==> src/rtl/fifo_stream_reader.sv <==
// Read-side master for the fifo block: pops words with 1-cycle read latency and re-presents them
// as a valid/ready stream, hiding the latency behind a 3-entry prefetch buffer.
module fifo_stream_reader #(
  parameter int DWIDTH = 8
) (
  input  logic              clk,
  input  logic              rst,
  input  logic              fifo_empty,
  output logic              fifo_rd_en,
  input  logic [DWIDTH-1:0] fifo_data,
  output logic              m_valid,
  input  logic              m_ready,
  output logic [DWIDTH-1:0] m_data,
  output logic [1:0]        level
);

  logic [1:0]        count;
  logic [1:0]        count_next;
  logic              inflight;
  logic [1:0]        wptr;
  logic [1:0]        rptr;
  logic [DWIDTH-1:0] buf_mem [3];
  logic              pop;
  logic [2:0]        committed;

  // Pointers cycle through the three buffer slots only.
  function automatic logic [1:0] ptr_inc(input logic [1:0] p);
    return (p == 2'd2) ? 2'd0 : p + 2'd1;
  endfunction

  // Slots already owed to words: buffered plus the one the fifo is returning now.
  // The pop decision never looks at m_ready, keeping the sink off the fifo's read path.
  assign committed  = {1'b0, count} + {2'b00, inflight};
  assign fifo_rd_en = !rst && !fifo_empty && (committed < 3'd3);

  assign m_valid    = (count != 2'd0);
  assign pop        = m_valid && m_ready;
  assign level      = count;
  assign count_next = count + {1'b0, inflight} - {1'b0, pop};

  always_comb begin
    m_data = buf_mem[0];
    case (rptr)
      2'd1:    m_data = buf_mem[1];
      2'd2:    m_data = buf_mem[2];
      default: m_data = buf_mem[0];
    endcase
  end

  always_ff @(posedge clk) begin
    if (rst) begin
      count    <= 2'd0;
      inflight <= 1'b0;
      wptr     <= 2'd0;
      rptr     <= 2'd0;
    end else begin
      count    <= count_next;
      inflight <= fifo_rd_en;
      if (inflight) wptr <= ptr_inc(wptr);
      if (pop)      rptr <= ptr_inc(rptr);
    end
  end

  // Buffer storage carries no reset; contents are qualified by count.
  always_ff @(posedge clk) begin
    if (!rst && inflight) begin
      case (wptr)
        2'd1:    buf_mem[1] <= fifo_data;
        2'd2:    buf_mem[2] <= fifo_data;
        default: buf_mem[0] <= fifo_data;
      endcase
    end
  end

  a_no_overcommit: assert property (@(posedge clk) disable iff (rst) committed <= 3'd3);
  a_hold_stable: assert property (@(posedge clk) disable iff (rst)
    (m_valid && !m_ready) |=> (m_valid && $stable(m_data)));

endmodule
==> config.mk <==
export PLATFORM = sky130hd
export DESIGN_NAME = fifo_stream_reader
export DESIGN_NICKNAME = d
export VERILOG_FILES = /design/src/rtl/fifo_stream_reader.sv
export SDC_FILE = /design/constraint.sdc
export NUM_CORES = 1
export LEC_CHECK = 0
export ABC_AREA = 1
export BUFFER_PORTS_ARGS = -buffer_cell sky130_fd_sc_hd__buf_2
export CAP_MARGIN = 25
export CORE_UTILIZATION = 58
export CTS_CLUSTER_SIZE = 20
export DETAILED_ROUTE_END_ITERATION = 6
export MAX_ROUTING_LAYER = met4
export PLACE_DENSITY = 0.89
export SYNTH_ARGS = -nofsm -noshare
export SYNTH_HDL_FRONTEND = slang
export SYNTH_SLANG_ARGS = --single-unit
==> constraint.sdc <==
create_clock -name clk -period 3.7 [get_ports clk]
set_input_delay 0.185 -clock clk [delete_from_list [all_inputs] [get_ports clk]]
set_output_delay 0.185 -clock clk [all_outputs]
set_load 0.02 [all_outputs]
==> Word level (Yosys, flattened, before mapping) <==
Memory sizes are Yosys's and may differ from the RTL's.
Index checks and enable logic that the tools add are counted.
{ "op_classes": {"add_sub_neg": 5, "reduce_logical": 10, "order_cmp": 1, "muxes": 18, "eq_ne": 4} }
{ "op_table": {"columns": ["cell", "n"], "rows": [
  ["$mux W8", 2],
  ["$pmux W8 S2", 1],
  ["$reduce_or A8 Y1", 2],
  ["$mux W1", 11],
  ["$mux W2", 4],
  ["$add A2 B1 Y2 const B", 2],
  ["$eq A2 B1 Y1 const B", 2],
  ["$eq A2 B2 Y1 const B", 2],
  ["$logic_and A1 B1 Y1", 4],
  ["$add A2 B1 Y3", 1],
  ["$lt A3 B2 Y1 const B", 1],
  ["$add A2 B1 Y2", 1],
  ["$logic_not A1 Y1", 2],
  ["$reduce_bool A2 Y1", 1],
  ["$reduce_or A2 Y1", 1],
  ["$sub A2 B1 Y2", 1]
]} }
{ "word_totals": {"reg_bits": 7, "ramBits": 24, "output_inout_bits": 12, "input_bits": 12, "n_memories": 1} }
{ "mem_list": {"columns": ["name", "depth", "word_bits", "rd", "rd_clocked_by_memory_dff", "write_ports", "line_no", "text"], "rows": [
  ["buf_mem", 3, 8, 3, 0, 1, "22", "logic [DWIDTH-1:0] buf_mem [3];"]
]} }

==> Logic depth before layout (Yosys ltp) <==
Gate-level depths: netlist of run 1.
{ "depth": {"depth_word": 7, "depth_mapped": 10} }

==> Worst setup path before layout of run 1 <==
Ideal clock, no wire load.
{ "synth_path": {"kind": "reg-to-output", "start": "reg rptr[0]", "end": "out m_data[0]", "arrival_time_ns": 1.305, "path_buffers": 1, "path_stages_with_launch": 7, "slack_ns": 2.210, "path_cell_list": "dfxtp_1 inv_1 ha_1 buf_6 inv_4 a21oi_1 a21oi_1"} }
{ "synth_between": {"elab_chain_cells": 2, "word_cells_on_any_way": 3, "cone_classes": "eq/ne: 2; mux: 1"} }
{ "synth_rtl": {"columns": ["element", "line_no", "text"], "rows": [
  ["from (decl)", "21", "logic [1:0] rptr;"],
  ["from (signal assigned)", "60", "if (pop) rptr <= ptr_inc(rptr);"],
  ["$eq A2 B2 Y1 / $eq A2 B1 Y1 (equally long branches)", "43", "case (rptr)"],
  ["$pmux W8 S2 *", "43", null],
  ["to (decl)", "13", "output logic [DWIDTH-1:0] m_data,"]
]} }
Every way passes the cells marked *; elsewhere a longest branch is shown, timed or not.

==> Worst setup path in the final report of run 1 <==
{ "layout_path": {"start": "reg rptr[0]", "end": "out m_data[5]"} }
The elaborated chain is that of the path after synthesis.

==> results of run 1 <==
## layout make-up
type	instances	area, µm²
clock buffer	6	41.3
clock inverter	2	8.76
fill	181	663
inverter	18	70.1
multi-input combinational	74	418
sequential	31	861
tap	28	35.0
timing repair buffer	23	115
## per-layer routing
| metal | track usage, % | part of all wire [%] | vias to the layer above |
|---|---|---|---|
| li1 | - | - | 473 |
| met1 | 26.0 | 41 | 423 |
| met2 | 40.4 | 53 | 20 |
| met3 | 8.79 | 4.4 | 6 |
| met4 | 7.41 | 1.1 | 0 |
| met5 | - | 0 | - |
## stage by stage
step	std cells	hold slack (ns)	area [µm²]
after detailed placement	174	0.392	1500
final	182	0.0497	1550
after CTS	182	0.0445	1550
after global placement	174	0.384	1500
after floorplan	126	0.256	1370
after global routing	182	0.0427	1550
## sequential cells by signal (all words and copies together) (netlist names)
| name | flops |
|---|---|
| rptr | 2 |
| wptr | 2 |
| buf_mem | 24 |
| level | 2 |
| inflight | 1 |
## synth_stat cells
cell / count / share of area, %
edfxtp_1: 24 / 53
nor2_1: 20 / 5.5
a21oi_1: 18 / 6.6
inv_1: 17 / 4.7
nand2_1: 17 / 4.7
ha_1: 11 / 10
dfxtp_1: 7 / 10
nand3_1: 4 / 1.5
buf_2: 2 / 0.73
buf_6: 1 / 0.82
inv_4: 1 / 0.46
nor2_2: 1 / 0.46
nor2_4: 1 / 0.82
o21ai_0: 1 / 0.36
o21ai_2: 1 / 0.64
## critical path: stages (launching register included)
cell and delay (ns):
dfxtp_1 0.39, inv_1 0.08, ha_1 0.50, inv_4 0.11
a21oi_1 0.15, a21oi_1 0.08, buf_2 0.16
## where the power goes
part	total [mW]	internal, mW	switching, mW
clock network	0.178	0.0712	0.107
registers	0.425	0.401	0.0238
logic	0.423	0.143	0.280
## final timing paths
kind / startpoint / to / slack, ns / cells after the start
setup / recovery: rptr[0] / m_data[5] / 1.72 / 6
hold / removal: rst / level[0] / 0.05 / 2
hold reg to reg: wptr[0] / wptr[0] / 0.53 / 2
setup reg to reg: wptr[1] / buf_mem[0][0] / 2.07 / 3
## cells in the final DEF (no fill, tap or decap)
cell type  count
o21ai_0        1
edfxtp_1      24
nor2_1        20
dfxtp_1        7
clkinv_1       1
nand2_1       17
clkinv_2       1
nor2_2         1
clkbuf_1       1
o21ai_2        1
a21oi_1       18
buf_2         23
ha_1          11
nand3_1        4
clkbuf_4       5
inv_4          1
inv_1         17
nor2_4         1
## cell families (layout without fill, tap and decap cells)
group | after synthesis | after routing | share of synthesized area [%]
AND/OR/NAND/NOR | 43 | 43 | 12.9
buffers and inverters | 21 | 49 | 6.67
AO/OA/AOI/OAI | 20 | 20 | 7.58
adder cells (fa/ha/maj) | 11 | 11 | 10.0
flip-flops | 31 | 31 | 62.8
==> impl_metrics.py, run 1 <==
metrics = {
    "run_status": {
        "status": "complete, no violations",
    },
    "clocking": {
        "cts_tree": "yes",
        "cts_sinks": 31,
        "cts_root_buffer": "clkbuf_4",
        "clk_path_buf_depth": 2,
        "clk_latency_ns": 0.33,
        "h-tree-depth": 2,
        "hold_buffers": 0,
        "cts_resized": 0,
        "post_cts_buffers": 0,
        "cts_inserted_buffers": 5,
        "clk_pin_slew_ns": 0.09,
    },
    "sta": {
        "relSlewSlack_pct": 50.3,
        "period_minus_slack_ns": 1.98,
        "setup_slack_ns": 1.72,
        "worst_pin_slew_ns": 0.743,
        "max_freq_mhz": 504,
        "finalHoldViolations": 0,
        "rsz0062_at_grt": "no",
        "finalCritPeriodShare_pct": 53.6,
        "finalSetupViolCount": 0,
        "setup_tns_ns": 0,
        "finalMaxSlewViolations": 0,
        "clock-skew-final_ns": 0.0105,
    },
    "worst_setup_path": {
        "path_max_fanout": 9,
        "worstPathArrival_ns": 1.80,
        "worstSetupPathType": "reg -> out",
        "worstPathRequired_ns": 3.51,
        "critPathLaunchType": "flop",
        "end_kind": "primary output",
    },
    "detailed_routing": {
        "detailedRoute.firstPassIterationCount": 4,
        "avgRoutedWirePerCell_um": 13.2,
        "vias": 922,
        "viasPerCell": 5.07,
        "drc": 0,
        "drt-total-wl_um": 2410,
        "ant_nets": 0,
        "drtIter0Drc": 21,
    },
    "grt": {
        "grt_use_total_pct": 23.8,
        "grt_antenna_before_repair": 0,
        "grt_max_degree": 11,
        "grt_overflow_total": 0,
        "grt_pass1_vias": 929,
        "grt_first_pass_wirelength_um": 4110,
    },
    "die": {
        "die-width_um": 50.6,
        "chipHeight_um": 50.6,
        "initial_core_util_pct": 61.9,
        "dieArea_um2": 2560,
        "io_pins": 24,
        "rows": 17,
        "core_um2": 2210,
    },
    "job": {
        "maxCapViolations": 0,
    },
    "hold_path": {
        "hp-class": "in -> reg",
    },
    "synth": {
        "syn-num-nets": 149,
        "syn_inst": 126,
        "syn-cell-area_um2": 1370,
        "ys_warn_count": 0,
        "syn_avg_cell_area_um2": 10.9,
        "synth_cell_types": 15,
        "ys_ff_latch": 31,
        "ys_seq_area_share_pct": 62.8,
    },
    "power_and_ir_drop": {
        "p_total_mw": 1.03,
        "p_per_area_nw_per_um2": 662,
        "max-vdd-ir-drop_uv": 416,
        "p_leak_nw": 0.652,
    },
    "final_layout": {
        "drive_gt1_share_pct": 21.4,
        "utilization_pct": 70.0,
        "antenna_cells": 0,
        "syn2layout_area_growth_pct": 13.1,
        "num-nets-final": 176,
    },
    "placement": {
        "port_buffers": 23,
        "place_ws_ns": 2.08,
        "gp_congestion": 0.755,
        "dp.final_hpwl_um": 1760,
    },
}
Note: power is estimated with default switching activity, not from simulation.
==> run 2: changes to the inputs <==
Settings changed: CORE_UTILIZATION 58 to 49, PLACE_DENSITY 0.89 to 0.81.
Clock period 3.7 ns to 1.7 ns, I/O delays scaled along.
==> run 2 against run 1 <==
  * Hold slack got worse by 0.0025 ns
  * Clock skew fell by 0.0033 ns
  * Sequential share of layout area fell by 5.4 points
  * Combinational power rose to 2.6 times the previous value
  * Sequential power rose by 120%
  * Core utilization fell by 2.9 points
  * Flip-flop and latch count did not move
  * Via count rose by 8.4%
  * Critical path depth did not move
  * First-iteration DRC count fell by 14%
  * Setup slack got worse by 1.6 ns
  * Global-route usage fell by 3.0 points
  * Critical endpoint is now m_data[6]
  * Largest power group is now combinational cells
  * Highest routed layer unchanged
==> impl_metrics.py, run 2 (synthesized netlist as in run 1, its figures left out) <==
metrics = {
    "run_status": {
        "status": "complete, no violations",
    },
    "sta": {
        "setup_tns_ns": 0,
        "clock-skew-final_ns": 0.00715,
        "finalCritPeriodShare_pct": 95.2,
        "rsz0062_at_grt": "no",
        "setup_slack_ns": 0.0816,
        "worst_pin_slew_ns": 0.213,
        "finalHoldViolations": 0,
        "finalHoldWorstSlack_ns": 0.0472,
        "finalSetupViolCount": 0,
        "relSlewSlack_pct": 85.8,
        "max_freq_mhz": 618,
        "period_minus_slack_ns": 1.62,
        "finalMaxSlewViolations": 0,
    },
    "clocking": {
        "cts_root_buffer": "clkbuf_4",
        "cts_tree": "yes",
        "cts_sinks": 31,
        "clk_latency_ns": 0.31,
        "cts_inserted_buffers": 5,
        "h-tree-depth": 2,
        "clk_path_buf_depth": 2,
        "clk_pin_slew_ns": 0.09,
    },
    "grt": {
        "grt_first_pass_wirelength_um": 3960,
        "grt_overflow_total": 0,
        "grt_max_degree": 10,
        "grt_pass1_vias": 948,
        "grt_use_total_pct": 20.8,
        "grt_antenna_before_repair": 0,
    },
    "detailed_routing": {
        "drt-total-wl_um": 2630,
        "avgRoutedWirePerCell_um": 13.1,
        "ant_nets": 0,
        "vias": 999,
        "drtIter0Drc": 18,
        "drc": 0,
        "viasPerCell": 5.00,
        "detailedRoute.firstPassIterationCount": 4,
    },
    "die": {
        "core_um2": 2570,
        "io_pins": 24,
        "initial_core_util_pct": 53.4,
        "die-width_um": 54.9,
        "dieArea_um2": 3010,
        "chipHeight_um": 54.9,
        "rows": 18,
    },
    "placement": {
        "port_buffers": 23,
        "place_area_um2": 1520,
        "gp_congestion": 0.763,
        "place_ws_ns": 0.109,
        "dp.final_hpwl_um": 1750,
        "place_inst": 179,
    },
    "worst_setup_path": {
        "path_max_fanout": 5,
        "end_kind": "primary output",
        "critPathLaunchType": "flop",
        "worstPathArrival_ns": 1.53,
        "worstSetupPathType": "reg -> out",
        "worstPathRequired_ns": 1.62,
    },
    "power_and_ir_drop": {
        "p_leak_nw": 0.727,
        "p_per_area_nw_per_um2": 1390,
        "max-vdd-ir-drop_uv": 856,
    },
    "final_layout": {
        "regMostFlops": "buf_mem",
        "final_cells": 200,
        "largest_reg_flops": 24,
        "drive_gt1_share_pct": 27.1,
        "syn2layout_area_growth_pct": 25.8,
        "layout_commonest_cell": "edfxtp_1",
        "num-nets-final": 192,
        "antenna_cells": 0,
        "mostFrequentLayoutCells": "24 x edfxtp_1, 20 x nor2_1, 19 x buf_2",
        "finalInstanceArea_um2": 1720,
    },
    "job": {
        "maxCapViolations": 0,
    },
    "hold_path": {
        "hp-class": "in -> reg",
    },
}
[run 2: area by class of cell]
type	count	area [µm²]
multi-input cells	74	435
clock buffers	6	41.3
inverters	18	70.1
clock inverters	2	7.51
flip-flops and latches	31	865
fillers	201	843
well taps	30	37.5
repair buffers	39	268
[run 2: worst max-delay path: stages (launching register included)]
cell and delay, ns:
dfxtp_2 0.33, inv_1 0.08, ha_4 0.31, buf_4 0.14
nor2_1 0.05, a21oi_1 0.12, buf_2 0.19
[run 2: power breakdown]
part / switching (mW) / internal (mW) / leakage (nW)
registers: 0.0481 / 0.878 / 0.276
logic: 0.656 / 0.435 / 0.424
clock network: 0.226 / 0.153 / 0.0273
total: 0.930 / 1.47 / 0.727
[run 2: timing repair]
| action | in CTS | in global routing |
|---|---|---|
| hold endpoints to repair | 26 | 0 |
| buffers inserted | 2 | 2 |
| setup endpoints to repair | 8 | 9 |
| resized for setup | 4 | 8 |
| pin swaps | 1 | 0 |
| hold buffers | 9 | 0 |
[run 2: routing by layer]
| metal | vias to the layer above | part of all wire, % | wire length (µm) | track usage, % |
|---|---|---|---|---|
| li1 | 502 | - | - | - |
| met1 | 467 | 42 | 1100 | 20.3 |
| met2 | 23 | 53 | 1380 | 36.9 |
| met3 | 7 | 3.2 | 85 | 5.00 |
| met4 | 0 | 2.0 | 53 | 12.0 |
| met5 | - | 0 | 0 | - |
[run 2: per-stage QoR]
step	power (mW)	util [%]
after CTS	2.34	66.0
final	2.40	67.2
after global routing	2.57	67.2
after global placement	1.83	59.4
after detailed placement	1.87	59.4
after floorplan	1.62	-
[run 2: path summary, 6_finish.rpt]
path / from / end / slack (ns) / cells after the start
max: rptr[0] / m_data[6] / 0.08 / 6
max reg2reg: level[1] / level[1] / 0.23 / 9
min: fifo_empty / inflight / 0.05 / 4
min reg2reg: rptr[1] / rptr[1] / 0.51 / 2
==> run 3: changes to the inputs <==
Settings changed: CELL_PAD_IN_SITES_DETAIL_PLACEMENT from default to 1, CELL_PAD_IN_SITES_GLOBAL_PLACEMENT from default to 1, CORE_UTILIZATION 49 to 38, PLACE_DENSITY 0.81 to 0.8.
==> run 3 against run 2 <==
  * Non-clock buffer count rose by 3
  * Die area rose by 28%
  * Flip-flop and latch count did not move
  * Via count rose by 3.7%
  * Core utilization fell by 14 points
  * Clock power rose by 5%
  * Final area rose by 3.9%
==> impl_metrics.py, run 3 (synthesized netlist as in run 1, its figures left out) <==
metrics = {
    "run_status": {
        "status": "complete, no violations",
    },
    "die": {
        "rows": 21,
        "die-width_um": 62.0,
        "core_um2": 3390,
        "dieArea_um2": 3850,
        "initial_core_util_pct": 40.4,
        "chipHeight_um": 62.0,
        "io_pins": 24,
    },
    "detailed_routing": {
        "drt-total-wl_um": 3130,
        "drc": 0,
        "vias": 1036,
        "viasPerCell": 4.75,
        "drtIter0Drc": 21,
        "avgRoutedWirePerCell_um": 14.4,
        "detailedRoute.firstPassIterationCount": 4,
        "ant_nets": 0,
    },
    "grt": {
        "grt_pass1_vias": 998,
        "grt_overflow_total": 0,
        "grt_use_met1_pct": 20.5,
        "busiest_layer": "met2",
        "grt_first_pass_wirelength_um": 4480,
        "grt_max_degree": 10,
        "grt_use_met2_pct": 29.0,
        "grt_use_total_pct": 17.4,
        "use_met3_pct": 5.59,
        "grt_antenna_before_repair": 0,
    },
    "final_layout": {
        "finalInstanceArea_um2": 1790,
        "mostFrequentLayoutCells": "24 x edfxtp_1, 21 x buf_2, 19 x nor2_1",
        "regMostFlops": "buf_mem",
        "num-nets-final": 195,
        "antenna_cells": 0,
        "nFillCells": 376,
        "drive_gt1_share_pct": 30.2,
        "largest_reg_flops": 24,
        "syn2layout_area_growth_pct": 30.8,
        "layout_commonest_cell": "edfxtp_1",
    },
    "placement": {
        "place_area_um2": 1540,
        "port_buffers": 23,
        "gp_congestion": 0.714,
        "dp.final_hpwl_um": 2000,
        "place_ws_ns": 0.132,
    },
    "worst_setup_path": {
        "end_kind": "primary output",
        "crit_buf_inv": 3,
        "cpLargestDelayFamily": "flip-flops",
        "slowest_stage": "dfxtp_4",
        "cp_cell_sequence": "inv_1, ha_4, inv_4, a21oi_1, a21oi_1, buf_2",
        "worstPathRequired_ns": 1.62,
        "max_stage_delay_ns": 0.36,
        "critPathLaunchType": "flop",
        "worstSetupPathType": "reg -> out",
        "path_max_fanout": 8,
        "critPathMostFrequentCell": "a21oi_1",
        "worstPathArrival_ns": 1.60,
    },
    "clocking": {
        "clk_path_buf_depth": 2,
        "h-tree-depth": 2,
        "clk_pin_slew_ns": 0.09,
        "cts_root_buffer": "clkbuf_4",
        "cts_tree": "yes",
        "clk_latency_ns": 0.33,
        "cts_inserted_buffers": 5,
        "cts_sinks": 31,
    },
    "power_and_ir_drop": {
        "comb_power_share_pct": 47.5,
        "p_leak_nw": 0.747,
        "p_sw_mw": 1.02,
        "intPower_mw": 1.52,
        "max-vdd-ir-drop_uv": 550,
        "seq_power_share_pct": 36.8,
        "pwr-share-clk_pct": 15.7,
        "p_per_area_nw_per_um2": 1410,
        "switching_share_pct": 40.2,
    },
    "sta": {
        "relSlewSlack_pct": 84.1,
        "finalCritPeriodShare_pct": 99.3,
        "finalSetupViolCount": 0,
        "setup_slack_ns": 0.0113,
        "period_minus_slack_ns": 1.69,
        "max_freq_mhz": 592,
        "worst_pin_slew_ns": 0.238,
        "finalMaxSlewViolations": 0,
        "finalHoldViolations": 0,
        "clock-skew-final_ns": 0.0221,
    },
    "hold_path": {
        "hp-class": "in -> reg",
    },
    "job": {
        "maxCapViolations": 0,
    },
}
==> run 3: timing repair <==
item                       CTS  global route
setup endpoints to repair    8             9
setup buffers                0             7
hold buffers                 9             0
hold endpoints to repair    26             0
pin swaps                    0             2
resized for setup            6            14
==> run 3: worst paths after layout <==
check / start / endpoint / slack, ns / depth (start not counted)
max: rptr[0] / m_data[5] / 0.01 / 6
min: fifo_empty / inflight / 0.05 / 4
max reg2reg: level[0] / level[1] / 0.12 / 10
min reg2reg: rptr[0] / rptr[0] / 0.52 / 2
==> run 3: cell type report <==
type                       instances  area, µm²  area share, %
sequential                        31        870           48.5
multi-input combinational         74        455           25.4
timing repair buffer              42        293           16.3
inverter                          18       70.1           3.91
tap                               46       57.6           3.21
clock buffer                       5       37.5           2.09
clock inverter                     2       8.76          0.489
==> run 3: per-stage QoR <==
stage / total power [mW] / cells / util [%] / setup TNS (ns) / hold WS (ns)
after floorplan: 1.62 / 126 / - / 0 / 0.156
after global placement: 1.86 / 195 / 45.6 / 0 / 0.287
after detailed placement: 1.90 / 195 / 45.6 / 0 / 0.295
after CTS: 2.34 / 211 / 50.2 / 0 / 0.0178
after global routing: 2.70 / 218 / 52.9 / -0.00683 / 0.0526
final: 2.53 / 218 / 52.9 / 0 / 0.0513
==> run 3: worst min-delay path, delay by kind of cell <==
family	cells	cell delay [ns]
and+or+nand+nor	3	0.16
buffers and inverters	1	0.07
==> run 3: routing by layer <==
| layer | vias up | routed length, µm |
|---|---|---|
| li1 | 507 | - |
| met1 | 502 | 1360 |
| met5 | - | 0 |
| met3 | 4 | 98 |
| met4 | 0 | 26 |
| met2 | 23 | 1650 |
==> run 3: power by group through the flow <==
stage,clock [mW],sequential (mW),combinational [mW]
3_5_place_dp,0,0.947,0.950
3_3_place_gp,0,0.938,0.917
4_1_cts,0.390,0.933,1.01
6_report,0.397,0.931,1.20
5_1_grt,0.429,0.938,1.34
2_1_floorplan,0,0.957,0.661
